==> config.mk <==
export PLATFORM = sky130hd
export DESIGN_NAME = operand_feeder
export DESIGN_NICKNAME = d
export VERILOG_FILES = /design/src/rtl/operand_feeder.sv
export SDC_FILE = /design/constraint.sdc
export NUM_CORES = 1
export LEC_CHECK = 0
export BUFFER_PORTS_ARGS = -buffer_cell sky130_fd_sc_hd__buf_2
export CAP_MARGIN = 20
export CORE_ASPECT_RATIO = 1.75
export CORE_MARGIN = 8
export CORE_UTILIZATION = 55
export CTS_BUF_LIST = sky130_fd_sc_hd__clkbuf_8
export DETAILED_ROUTE_END_ITERATION = 8
export GPL_ROUTABILITY_DRIVEN = 0
export PLACE_DENSITY = 0.84
export SLEW_MARGIN = 0
export SYNTH_ARGS = -nofsm -noshare
export SYNTH_HDL_FRONTEND = slang
export SYNTH_SLANG_ARGS = --single-unit
==> constraint.sdc <==
create_clock -name clk -period 3.6 [get_ports clk]
set_input_delay 0.36 -clock clk [delete_from_list [all_inputs] [get_ports clk]]
set_output_delay 0.36 -clock clk [all_outputs]
set_load 0.03 [all_outputs]
==> src/rtl/operand_feeder.sv <==
// Operand feeder: FWFT FIFO in front of the register/adder accumulator.
// Presents zero on out_data whenever empty so the downstream sum holds.
module operand_feeder #(
  parameter int WIDTH = 8,
  parameter int DEPTH = 4,
  parameter int CNTW  = 3
) (
  input  logic             clk,
  input  logic             reset,
  input  logic             flush,
  input  logic [WIDTH-1:0] in_data,
  input  logic             in_valid,
  output logic             in_ready,
  output logic [WIDTH-1:0] out_data,
  output logic             out_valid,
  input  logic             out_ready,
  output logic [CNTW-1:0]  count
);

  localparam int PW = $clog2(DEPTH);
  localparam logic [CNTW-1:0] FULL_CNT = CNTW'(DEPTH);

  logic [WIDTH-1:0] mem [DEPTH];
  logic [PW-1:0]    wp;
  logic [PW-1:0]    rp;
  logic [CNTW-1:0]  cnt;
  logic             full;
  logic             empty;
  logic             push;
  logic             pop;

  assign full      = (cnt == FULL_CNT);
  assign empty     = (cnt == '0);
  assign in_ready  = !full;
  assign out_valid = !empty;
  assign push      = in_valid & in_ready;
  assign pop       = out_valid & out_ready;
  assign count     = cnt;
  assign out_data  = out_valid ? mem[rp] : '0;

  always_ff @(posedge clk) begin
    if (reset || flush) begin
      wp  <= '0;
      rp  <= '0;
      cnt <= '0;
    end else begin
      if (push)
        wp <= wp + 1'b1;
      if (pop)
        rp <= rp + 1'b1;
      if (push && !pop)
        cnt <= cnt + 1'b1;
      else if (pop && !push)
        cnt <= cnt - 1'b1;
    end
  end

  // Storage needs no reset; a write during reset/flush is never read.
  always_ff @(posedge clk) begin
    if (push && !reset && !flush)
      mem[wp] <= in_data;
  end

endmodule
Word-level counts from Yosys, hierarchy flattened

Memories as Yosys holds them, arrays and structs flattened. A register that Yosys moved wholly into a read port is not among the register bits.
Cells that the tools add are included.

$add $sub $neg: 4
Equality and inequality tests: 1
Multipliers: 0
Bitwise gates (word level): 2
Reduce and logical (&&, ||, !) cells: 13
Divide/modulo/power cells: 0
$lt $le $gt $ge: 0
Multiplexer cells: 7
Shift-type cells: 0

Operators with widths:

| operator                                                            | count |
|---|---|
| 8-bit 2-to-1 mux                                                    | 1 |
| 1-bit zero test                                                     | 6 |
| 3-bit 2-to-1 mux                                                    | 2 |
| 2-bit by 1-bit adder with 2-bit output (second input constant)      | 2 |
| 1-bit logical AND                                                   | 4 |
| 2-bit 2-to-1 mux                                                    | 2 |
| 3-bit by 1-bit adder with 3-bit output (second input constant)      | 1 |
| 3-bit equality test (second input constant)                         | 1 |
| 3-bit zero test                                                     | 1 |
| 3-bit by 1-bit subtractor with 3-bit output (second input constant) | 1 |
| 1-bit bitwise AND                                                   | 2 |
| 1-bit 2-to-1 mux                                                    | 2 |
| 2-bit nonzero test                                                  | 1 |
| 1-bit logical OR                                                    | 1 |

Bits in writable memories: 32
Input port bits: 13
Output and inout port bits: 13
Latch bits: 0
Memories: 1
ROM bits: 0
Bits in registers: 7

Memory list:

| memory | depth | bits a word | rd ports | clocked after memory_dff | wr ports | RTL line | source |
|---|---|---|---|---|---|---|---|
| mem    | 4     | 8           | 1        | 1                        | 1        | 23       | `logic [WIDTH-1:0] mem [DEPTH];` |

Longest topological paths before layout

Gate-level depths: netlist of the first run.

Word-level depth: 7
Depth in mapped cells: 8
Depth with buffers taken out: 8

Least setup slack after synthesis of the first run

No wires, ideal clock.

Path kind: reg-to-reg
Start: register cnt[0], in the netlist count[0]
End: register cnt[2], in the netlist count[2]
Stages on the path, launching flop included: 9
Period minus slack after synthesis: 2181 ps
Path slack: 1419 ps
Data arrival time: 2111 ps
Data required time: 3530 ps
Buffers on the path: 0
Cells stage by stage: dfxtp_1 nor3b_2 nor2_2 ha_1 inv_1 fa_1 xor2_1 or3_1 a21oi_1

Cells in the longest elaborated chain, start to end: 6

Ends and longest elaborated chain:

| element                             | RTL line | source |
|---|---|---|
| from (decl)                         | 26       | `logic [CNTW-1:0] cnt;` |
| from (signal assigned)              | 52       | `cnt <= cnt + 1'b1;` |
| from (signal assigned)              | 54       | `cnt <= cnt - 1'b1;` |
| 3-bit equality test (*)             | 32       | `assign full = (cnt == FULL_CNT);` |
| 1-bit zero test (*)                 | 34       | `assign in_ready = !full;` |
| 1-bit bitwise AND (*)               | 36       | `assign push = in_valid & in_ready;` |
| via push                            | 29       | `logic push;` |
| 1-bit zero test                     | 53       | `else if (pop && !push)` |
| 1-bit logical AND                   | 53       |  |
| 2-bit nonzero test (no source line) | n/a      |  |

The timed path passes the listed nets; every way through them passes the cells marked *. The select of a mux whose other input is x is not followed.
A chain may end at the register's enable or synchronous reset.

==> results of run 1 <==
-- layer usage --
metal  track usage [%]  up-vias
met3              3.39        6
met5                 0        -
met4              6.63        0
li1                  -      441
met1              11.9      469
met2              22.4       28
-- per-stage QoR --
step	util [%]	power, mW	instance area [sq um]	hold WS (ps)
after global placement	61.9	0.715	1920	455
after detailed placement	61.9	0.725	1920	469
after CTS	64.5	0.997	2010	277
final	64.5	0.988	2010	288
after floorplan	-	0.679	1770	449
after global routing	64.5	1.03	2010	278
-- state kept, by name, summed over array words and instances (netlist names), named ones only --
name / flops
count: 3
mem: 32
rp: 2
wp: 2
-- worst paths after layout --
path	startpoint	endpoint	cells past startpoint
max	register	out_data[1]	3
min	in_data[0]	mem[0][0]	1
max reg2reg	count[0]	count[2]	8
min reg2reg	rp[1]	register	2
-- synthesized netlist by cell type (2+ instances only) --
| cell | number |
|---|---|
| sky130_fd_sc_hd__a21oi_1 | 3 |
| sky130_fd_sc_hd__and3_1 | 4 |
| sky130_fd_sc_hd__buf_6 | 2 |
| sky130_fd_sc_hd__dfxtp_1 | 9 |
| sky130_fd_sc_hd__edfxtp_1 | 32 |
| sky130_fd_sc_hd__ha_1 | 5 |
| sky130_fd_sc_hd__inv_1 | 6 |
| sky130_fd_sc_hd__mux4_2 | 8 |
| sky130_fd_sc_hd__nor2_1 | 5 |
| sky130_fd_sc_hd__nor2b_4 | 8 |
| sky130_fd_sc_hd__o21ai_0 | 2 |
| sky130_fd_sc_hd__o31ai_2 | 2 |
| sky130_fd_sc_hd__or3_1 | 2 |
| sky130_fd_sc_hd__xor2_1 | 3 |
-- final cells by class --
| type | instances | area (sq um) | share of cell area, % |
|---|---|---|---|
| Clock buffer | 5 | 68.8 | 3.43 |
| Sequential cell | 41 | 1140 | 56.9 |
| Inverter | 6 | 22.5 | 1.12 |
| Multi-Input combinational cell | 52 | 574 | 28.6 |
| Clock inverter | 3 | 12.5 | 0.624 |
| Tap cell | 43 | 53.8 | 2.68 |
| Timing Repair Buffer | 26 | 133 | 6.61 |
-- power groups by stage --
stage	Sequential, mW	Clock [mW]	Combinational, mW
floorplan	0.546	0	0.133
global placement	0.542	0	0.173
detailed placement	0.544	0	0.181
CTS	0.533	0.282	0.182
global route	0.535	0.300	0.193
finish	0.533	0.275	0.180
-- logic make-up (layout without fill, tap and decap cells) --
family          count (synthesis)  count (layout)  synth area share (%)
compound gates                  8               8                  3.32
mux                             9               9                  10.7
simple gates                   26              26                  12.2
buf+inv                        10              40                  3.04
fa+ha+maj                       6               6                  4.67
flops                          41              41                  64.5
xor+xnor                        3               3                  1.49
-- worst max-delay path, stage by stage, from the launching register on --
cell                      delay [ps]
sky130_fd_sc_hd__dfxtp_1         660
sky130_fd_sc_hd__mux4_2          590
sky130_fd_sc_hd__nor2b_4         140
sky130_fd_sc_hd__buf_2           180
==> summary.md, run 1 <==
| Metric | Value |
|---|---|
| Run status | finished clean |
| Clk_skew | 3.65 ps |
| Drt first pass iters | 4 |
| Met3 WL | between 150 and 200 um |
| Chip Height | 91.0 um |
| Power share of the sequential group | between 50 and 60% |
| Initial core utilization | 56.9% |
| Mean number of vias per cell | 5.36 |
| Setup-violating endpoint count in the final report | 0 |
| Total detailed-routing wirelength | 3030 um |
| Number of enable flip-flop cells after synthesis | 32 |
| Clock latency on the worst-skew pair | ~280 ps |
| Critical Path AT | 1860 ps |
| F_max | 451 MHz |
| Number of antenna violations at the first check in global routing | 0 |
| Most used flip-flop cell after synthesis | sky130_fd_sc_hd__edfxtp_1 |
| Number of setup buffers added after CTS | 0 |
| Flop-to-flop setup slack | 1410 ps |
| Area leader, netlist | sky130_fd_sc_hd__edfxtp_1 |
| Switching power | 0.271 mW |
| Synth Cell Area | 1770 sq um |
| Max Transition Viols Final | 0 |
| Seq cells post-synth | 41 |
| Final hold vios | 0 |
| Leading cell type in the layout, fill and taps excluded | sky130_fd_sc_hd__edfxtp_1 |
| Fraction of layout instances using a drive strength above 1 | between 40 and 50% |
| Launching element type of the critical path | register |
| Total negative slack | 0 ps |
| Hold Path Class | primary input to register |
| DRC violation count after routing | 0 |
| Average wire per cell in the routed design | 17.2 um |
| Final HPWL DP | 2280 um |
| Highest fanout seen on the critical path | 8 |
| Number of non-filler instances in the completed layout | 176 |
| Longest Clk Path Bufs | 2 |
| Die area | 5360 sq um |
| Number of I/O pins | 26 |
| Synthesized Nets | 122 |
| Number of buffers inserted during clock tree synthesis | 5 |
| Combinational group share of total power | 18.2% |
| Clock period minus worst slack | between 2000 and 2500 ps |
| Number of library cell types mapped by synthesis | 26 |
| Crit. End Element | primary output |
| Gate Count Post-Synth | 103 |
| Static leakage | ~0.77 nW |
| Fraction of the yosys area taken by sequential cells | 64.5% |
| Switching share of total power | 27.4% |
| Max-slew headroom at the worst pin | 64.1% |
| Clock root buffer | sky130_fd_sc_hd__clkbuf_8 |
| Ratio of final minimum period to clock period | 61.7% |
| Worst Path Class, Setup | register to primary output |
| Total grt overflow | 0 |
| Syn avg cell area | approximately 17 sq um |
| Horiz. Die Dim | 58.9 um |
| Number of inserted diodes | 0 |
| Portion of total power attributed to the clock network | 27.8% |
| Number of max-cap violations | 0 |
| Actual slew at the worst max-slew pin | around 540 ps |
| Worst-case setup slack after placement | 1430 ps |
| Largest net degree at the start of global routing | 13 |
| Synthesis warning total | 0 |
| Unrepaired setup endpoints after global routing | false |
| Proportion of netlist area held by the largest area contributor | a little over half |
| Number of nets at the end of the flow | between 150 and 200 |
| Biggest area contributors in the synthesized netlist | sky130_fd_sc_hd__edfxtp_1 54%, sky130_fd_sc_hd__dfxtp_1 10%, sky130_fd_sc_hd__mux4_2 10% |
| Hold-fix buffers at CTS | 0 |
| Cell Rows | 27 |
| Number of fillers in the final layout | 253 |
| Clock-pin slew on the worst setup and hold paths | 70 ps |
| Port Buffers | 25 |
| Highest-count cells in the layout ignoring fill and taps | 32 x sky130_fd_sc_hd__edfxtp_1, 25 x sky130_fd_sc_hd__buf_2, 9 x sky130_fd_sc_hd__dfxtp_1, 8 x sky130_fd_sc_hd__mux4_2, 8 x sky130_fd_sc_hd__nor2b_4 |
| Internal power | 0.717 mW |
| Amount of wire on met2 after detailed routing | 1700 um |
| CTS H-tree depth | 2 |
| Number of violations reported at the end of detailed-routing iteration 0 | 26 |
| Top Layer Used | met4 |
| Via count of the first global-routing pass | 1088 |
| Global routing usage summed across all routing layers | 12.4% |
| Final antenna-violating net count | 0 |
| Layout-stage area growth over the synthesis result | 13.4% |
| Required time of the worst setup path | 3240 ps |
| Core area | 3110 sq um |
| Clock tree from TritonCTS | yes |
| Global-route wire length before repair | 5000 um |
| Met1 layer wirelength in the final routing | 1110 um |
| Total via count in the routed design | 944 |
| Pwr per Cell Area | 493 nW/um^2 |
| Cell Count Post-Placement | between 150 and 200 |
| Share of flip-flops with an asynchronous set or reset | 0% |
| Peak ir drop on the vdd network | 338 uV |
| Total clock sinks | 41 |
| Worst-case setup margin in the final layout | 1380 ps |
| Resized Gates After CTS | 0 |
(Power assumes the default switching activity.)
==> run 2: changes to the inputs <==
--- a/config.mk
+++ b/config.mk
@@ -9,7 +9,7 @@
 export CAP_MARGIN = 20
 export CORE_ASPECT_RATIO = 1.75
 export CORE_MARGIN = 8
-export CORE_UTILIZATION = 55
+export CORE_UTILIZATION = 52
 export CTS_BUF_LIST = sky130_fd_sc_hd__clkbuf_8
 export DETAILED_ROUTE_END_ITERATION = 8
 export GPL_ROUTABILITY_DRIVEN = 0
==> constraint.sdc (replaced) <==
create_clock -name clk -period 1.8 [get_ports clk]
set_input_delay 0.18 -clock clk [delete_from_list [all_inputs] [get_ports clk]]
set_output_delay 0.18 -clock clk [all_outputs]
set_load 0.03 [all_outputs]
==> summary.md, run 2 (same netlist as run 1, synthesis figures left out) <==
| Metric | Value |
|---|---|
| Layout-stage area growth over the synthesis result | 23.5% |
| Number of non-filler instances in the completed layout | 188 (+6.8%) |
| Clock root buffer | sky130_fd_sc_hd__clkbuf_8 |
| Die area | 5600 sq um (+4.5%) |
| Flop-to-flop setup slack | -130 ps (-1540 ps) |
| Largest register FFs | 32 (unchanged) |
| Initial core utilization | 53.2% (-3.8 points) |
| Total via count in the routed design | 982 (+4.0%) |
| Number of antenna violations at the first check in global routing | 0 (unchanged) |
| Fraction of layout instances using a drive strength above 1 | 51.0% (+9.7 points) |
| Global routing usage summed across all routing layers | 13.0% (+0.61 points) |
| Longest Clk Path Bufs | 2 (unchanged) |
| DRC violation count after routing | 0 (unchanged) |
| CTS H-tree depth | 2 (unchanged) |
| Number of inserted diodes | 0 (unchanged) |
| Port Buffers | 25 (unchanged) |
| Ratio of final minimum period to clock period | 107% |
| Final Instance Area | 2180 sq um (+8.9%) |
| Final hold vios | 0 (unchanged) |
| Crit. End Element | register |
| Total grt overflow | 0 (unchanged) |
| Violations in the final reports | setup timing |
| Number of violations reported at the end of detailed-routing iteration 0 | 23 (-12%) |
| F_max | 519 MHz |
| Highest fanout seen on the critical path | 3 (-5) |
| Worst-case setup margin in the final layout | -126 ps (-1510 ps) |
| Hold Path Class | primary input to register |
| Clock period minus worst slack | 1930 ps |
| Clk_skew | 4.84 ps (+1.19 ps) |
| Launching element type of the critical path | register |
| Clock-pin slew on the worst setup and hold paths | 70 ps (about the same) |
| Run status | complete, but fails checks |
| Drt first pass iters | 4 (unchanged) |
| Clock tree from TritonCTS | yes |
| Leading cell type in the layout, fill and taps excluded | sky130_fd_sc_hd__edfxtp_1 |
| Mean number of vias per cell | 5.22 (-2.6%) |
| Number of max-cap violations | 0 (unchanged) |
| Number of I/O pins | 26 (unchanged) |
| Total clock sinks | 41 (unchanged) |
| Highest-count cells in the layout ignoring fill and taps | 32 x sky130_fd_sc_hd__edfxtp_1, 20 x sky130_fd_sc_hd__buf_2, 11 x sky130_fd_sc_hd__buf_4, 8 x sky130_fd_sc_hd__mux4_2, 8 x sky130_fd_sc_hd__nor2b_4 |
| Largest net degree at the start of global routing | 13 (unchanged) |
| Average wire per cell in the routed design | 17.3 um (+0.16%) |
| Fraction of the core area covered by cells at the end of the flow | 65.6% (+1.1 points) |
| Number of buffers inserted during clock tree synthesis | 5 (unchanged) |
| Max-slew headroom at the worst pin | 70.2% (+6.1 points) |
| Cell Count Post-Placement | 179 (+6.5%) |
| Required time of the worst setup path | 2020 ps (-1220 ps) |
| Worst Path Class, Setup | register to register |
| Unrepaired setup endpoints after global routing | true |
| Static leakage | 0.835 nW (+9.1%) |
| Clock latency on the worst-skew pair | 290 ps (about the same) |
| Max Transition Viols Final | 0 (unchanged) |
| Total power consumption of the routed design | 2.21 mW (+120%) |
| Setup-violating endpoint count in the final report | 2 (+2) |
| Final antenna-violating net count | 0 (unchanged) |
| Area of placed instances | 2020 sq um (+4.8%) |
| Number of nets at the end of the flow | 161 (+6.6%) |
| Pwr per Cell Area | 1010 nW/um^2 (+110%) |
| Core area | 3330 sq um (+7.1%) |
| Global-route wire length before repair | 5110 um (+2.1%) |
| Chip Height | 93.2 um (+2.3%) |
| Total detailed-routing wirelength | 3240 um (+7.0%) |
| Cell Rows | 28 (+3.7%) |
| Final HPWL DP | 2430 um (+6.7%) |
| Hold-fix buffers at CTS | 0 (unchanged) |
| Horiz. Die Dim | 60.1 um (+2.1%) |
| Peak ir drop on the vdd network | 795 uV (+140%) |
| Total negative slack | -130 ps (-130 ps) |
| Actual slew at the worst max-slew pin | 446 ps (-90.9 ps) |
| Critical Path AT | 2140 ps (+280 ps) |
| Via count of the first global-routing pass | 1117 (+2.7%) |
| Most flop-heavy register | mem |
| Number of fillers in the final layout | 247 (-2.4%) |
-- run 2: cell types whose count changed in the layout (fill, tap and decap cells not counted), moves of 3 or more --
cell                      previous run  this run
sky130_fd_sc_hd__buf_6               0         4
sky130_fd_sc_hd__dfxtp_4             0         3
sky130_fd_sc_hd__dfxtp_1             9         5
sky130_fd_sc_hd__buf_2              25        20
sky130_fd_sc_hd__buf_4               1        11
-- run 2: cell type report --
class                   instances  area, sq um  share of cell area (%)
well taps                      45         56.3                    2.58
clock buffers                   5         68.8                    3.15
repair buffers                 36          248                    11.3
inverters                       6         22.5                    1.03
flip-flops and latches         41         1150                    52.8
multi-input cells              52          598                    27.4
clock inverters                 3         37.5                    1.72
-- run 2: worst max-delay path, cell delays in order (launching register included) --
cell,delay [ps]
sky130_fd_sc_hd__dfxtp_4,370
sky130_fd_sc_hd__o31ai_4,270
sky130_fd_sc_hd__ha_2,240
sky130_fd_sc_hd__inv_2,40
sky130_fd_sc_hd__fa_2,330
sky130_fd_sc_hd__xor2_1,160
sky130_fd_sc_hd__or3_1,310
sky130_fd_sc_hd__a21oi_1,130
-- run 2: repair_timing --
action	CTS	global route
gates resized for setup	9	8
pin swaps	3	5
cloned	0	0
setup endpoints to repair	10	10
setup buffers	0	1
-- run 2: final timing paths --
kind                   start        end  cells after the start
setup / recovery    count[1]   count[2]                      7
hold / removal    in_data[2]  mem[1][2]                      1
setup reg to reg    count[1]   count[2]                      7
hold reg to reg        rp[1]      rp[1]                      2
-- run 2: metal layers --
metal  vias up  global-route usage, %  wire [um]
li1        458                      -          -
met1       483                   10.6       1050
met2        35                   24.9       1920
met3         6                   4.68        202
met4         0                   6.81         72
met5         -                      0          0
-- run 2: stage by stage --
step | worst slack [ps] | hold WS, ps
3_3_place_gp | -7.92 | 389
6_report | -126 | 102
5_1_grt | -195 | 92.7
4_1_cts | -129 | 95.7
2_1_floorplan | -122 | 279
3_5_place_dp | -185 | 401
-- run 2: where the power goes --
group,leakage [nW],switching (mW),internal [mW]
Sequential,0.365,0.0181,1.04
Clock,0.0570,0.293,0.403
Combinational,0.413,0.255,0.196
Total,0.835,0.566,1.64
==> run 3: changes to the inputs <==
--- a/config.mk
+++ b/config.mk
@@ -14,6 +14,7 @@
 export DETAILED_ROUTE_END_ITERATION = 8
 export GPL_ROUTABILITY_DRIVEN = 0
 export PLACE_DENSITY = 0.84
+export SKIP_CTS_REPAIR_TIMING = 1
 export SLEW_MARGIN = 0
 export SYNTH_ARGS = -nofsm -noshare
 export SYNTH_HDL_FRONTEND = slang
==> summary.md, run 3 (same netlist as run 1, synthesis figures left out) <==
| Metric | Value |
|---|---|
| Run status | complete, but fails checks |
| Violations in the final reports | setup timing |
| Max-slew headroom at the worst pin | 69.7% (-0.55 points) |
| Clk_skew | 5.00 ps (+0.167 ps) |
| Number of fillers in the final layout | 246 (-0.40%) |
| CTS H-tree depth | 2 (unchanged) |
| Average wire per cell in the routed design | 17.4 um (+1.1%) |
| Number of inserted diodes | 0 (unchanged) |
| Crit-path cells | o31ai_4, ha_2, inv_2, fa_2, xor2_1, or3_1, a21oi_1 |
| Multi-input logic area | 594 sq um (-0.63%) |
| Slowest stage delay, CP | 360 ps (about the same) |
| Clock tree from TritonCTS | yes |
| Fraction of layout instances using a drive strength above 1 | 50.7% (-0.35 points) |
| DRC violation count after routing | 0 (unchanged) |
| Pwr per Cell Area | 1010 nW/um^2 (about the same) |
| Internal power | 1.63 mW (-0.54%) |
| Max Transition Viols Final | 0 (unchanged) |
| Largest net degree at the start of global routing | 13 (unchanged) |
| Crit. End Element | register |
| Number of antenna violations at the first check in global routing | 0 (unchanged) |
| Total detailed-routing wirelength | 3300 um (+1.6%) |
| Cell type of the slowest stage on the worst timing path | sky130_fd_sc_hd__dfxtp_4 |
| Largest register FFs | 32 (unchanged) |
| Mean number of vias per cell | 5.31 (+1.6%) |
| Flip-flop and latch area | 1150 sq um (unchanged) |
| Clock period minus worst slack | 1930 ps (+2.80 ps) |
| Number of nets at the end of the flow | 162 (+0.62%) |
| Longest Clk Path Bufs | 2 (unchanged) |
| Highest-count cells in the layout ignoring fill and taps | 32 x sky130_fd_sc_hd__edfxtp_1, 22 x sky130_fd_sc_hd__buf_2, 12 x sky130_fd_sc_hd__buf_4, 8 x sky130_fd_sc_hd__mux4_2, 8 x sky130_fd_sc_hd__nor2b_4 |
| Leading cell type in the layout, fill and taps excluded | sky130_fd_sc_hd__edfxtp_1 |
| Layout-stage area growth over the synthesis result | 23.0% |
| Worst-case setup slack after placement | -185 ps (unchanged) |
| Met2 Track Usage GR | 24.9% (unchanged) |
| Static leakage | 0.840 nW (+0.57%) |
| Worst Path Class, Setup | register to register |
| Initial core utilization | 53.2% (unchanged) |
| Met1 capacity usage during global routing | 10.5% (-0.087 points) |
| Highest fanout seen on the critical path | 3 (unchanged) |
| Clock latency on the worst-skew pair | 290 ps (about the same) |
| Clock root buffer | sky130_fd_sc_hd__clkbuf_8 |
| Via count of the first global-routing pass | 1117 (unchanged) |
| Final hold vios | 0 (unchanged) |
| Switching share of total power | 25.8% (+0.10 points) |
| Port Buffers | 25 (unchanged) |
| Total grt overflow | 0 (unchanged) |
| Total power consumption of the routed design | 2.20 mW (-0.40%) |
| Global-route wire length before repair | 5100 um (-0.14%) |
| Unrepaired setup endpoints after global routing | true |
| Number of I/O pins | 26 (unchanged) |
| Final HPWL DP | 2430 um (unchanged) |
| Number of buffers inserted during clock tree synthesis | 5 (unchanged) |
| Portion of total power attributed to the clock network | 31.7% (about the same) |
| Core area | 3330 sq um (unchanged) |
| Peak-usage layer in the global routing report | met2 |
| Hold Path Class | primary input to register |
| Die area | 5600 sq um (unchanged) |
| Most flop-heavy register | mem |
| Critical Path AT | 2150 ps (about the same) |
| Combinational group share of total power | 20.1% (-0.4 points) |
| Clock-pin slew on the worst setup and hold paths | 70 ps (about the same) |
| Drt first pass iters | 4 (unchanged) |
| Number of violations reported at the end of detailed-routing iteration 0 | 21 (-8.7%) |
| Met3 usage in global routing | 4.68% (unchanged) |
| Horiz. Die Dim | 60.1 um (unchanged) |
| Chip Height | 93.2 um (unchanged) |
| Switching power | 0.566 mW (about the same) |
| Required time of the worst setup path | 2020 ps (about the same) |
| Final antenna-violating net count | 0 (unchanged) |
| Total via count in the routed design | 1003 (+2.1%) |
| Launching element type of the critical path | register |
| Global routing usage summed across all routing layers | 13.0% (-0.028 points) |
| Worst-case setup margin in the final layout | -128 ps (-2.80 ps) |
| F_max | 519 MHz (-0.15%) |
| Setup-violating endpoint count in the final report | 1 (-1) |
| Cell Rows | 28 (unchanged) |
| Peak ir drop on the vdd network | 811 uV (+2.0%) |
| Ratio of final minimum period to clock period | 107% (+0.16 points) |
| Actual slew at the worst max-slew pin | 455 ps (+8.22 ps) |
| Total clock sinks | 41 (unchanged) |
| Power share of the sequential group | 48.2% (+0.2 points) |
| Number of max-cap violations | 0 (unchanged) |
==> run 3: power by group through the flow <==
stage / Clock, mW / Sequential [mW] / Combinational, mW
6_report: 0.698 / 1.06 / 0.442
5_1_grt: 0.742 / 1.06 / 0.471
4_1_cts: 0.713 / 1.06 / 0.416
3_5_place_dp: 0 / 1.08 / 0.414
3_3_place_gp: 0 / 1.07 / 0.394
2_1_floorplan: 0 / 1.10 / 0.270
==> run 3: metal layers <==
layer	routed length [um]	part of all wire (%)	up-vias
met5	0	0	-
met4	71	2.2	0
met3	227	6.9	6
met2	1930	59	42
met1	1060	32	493
li1	-	-	462
==> run 3: area by class of cell <==
type	instances	area share, %
clock inverters	3	1.73
well taps	45	2.59
clock buffers	5	3.16
flip-flops and latches	41	53.0
multi-input cells	52	27.3
inverters	6	1.04
repair buffers	37	11.2
==> run 3: critical path: cells and delay by family, from the launching register on <==
kind | cells | cell delay [ps]
adder cells (fa/ha/maj) | 2 | 570
AO/OA/AOI/OAI | 2 | 400
flip-flops | 1 | 360
AND/OR/NAND/NOR | 1 | 310
XOR/XNOR | 1 | 160
buffers and inverters | 1 | 40
==> run 3: metrics by stage <==
stage               hold WS [ps]  setup TNS, ps  cell area [sq um]  std cells  utilization [%]
global placement             389          -7.92               2020        179             60.6
finish                       102           -128               2180        189             65.4
floorplan                    279           -122               1790        103                -
global route                92.7           -252               2180        189             65.4
detailed placement           401           -200               2020        179             60.6
CTS                         95.7           -535               2120        187             63.8
==> run 3: worst paths after layout <==
kind,start,endpoint,slack (ps),depth (start not counted)
max reg2reg,count[0],count[2],-130,7
min reg2reg,rp[1],rp[1],520,2
max,count[0],count[2],-130,7
min,in_data[2],mem[1][2],100,1
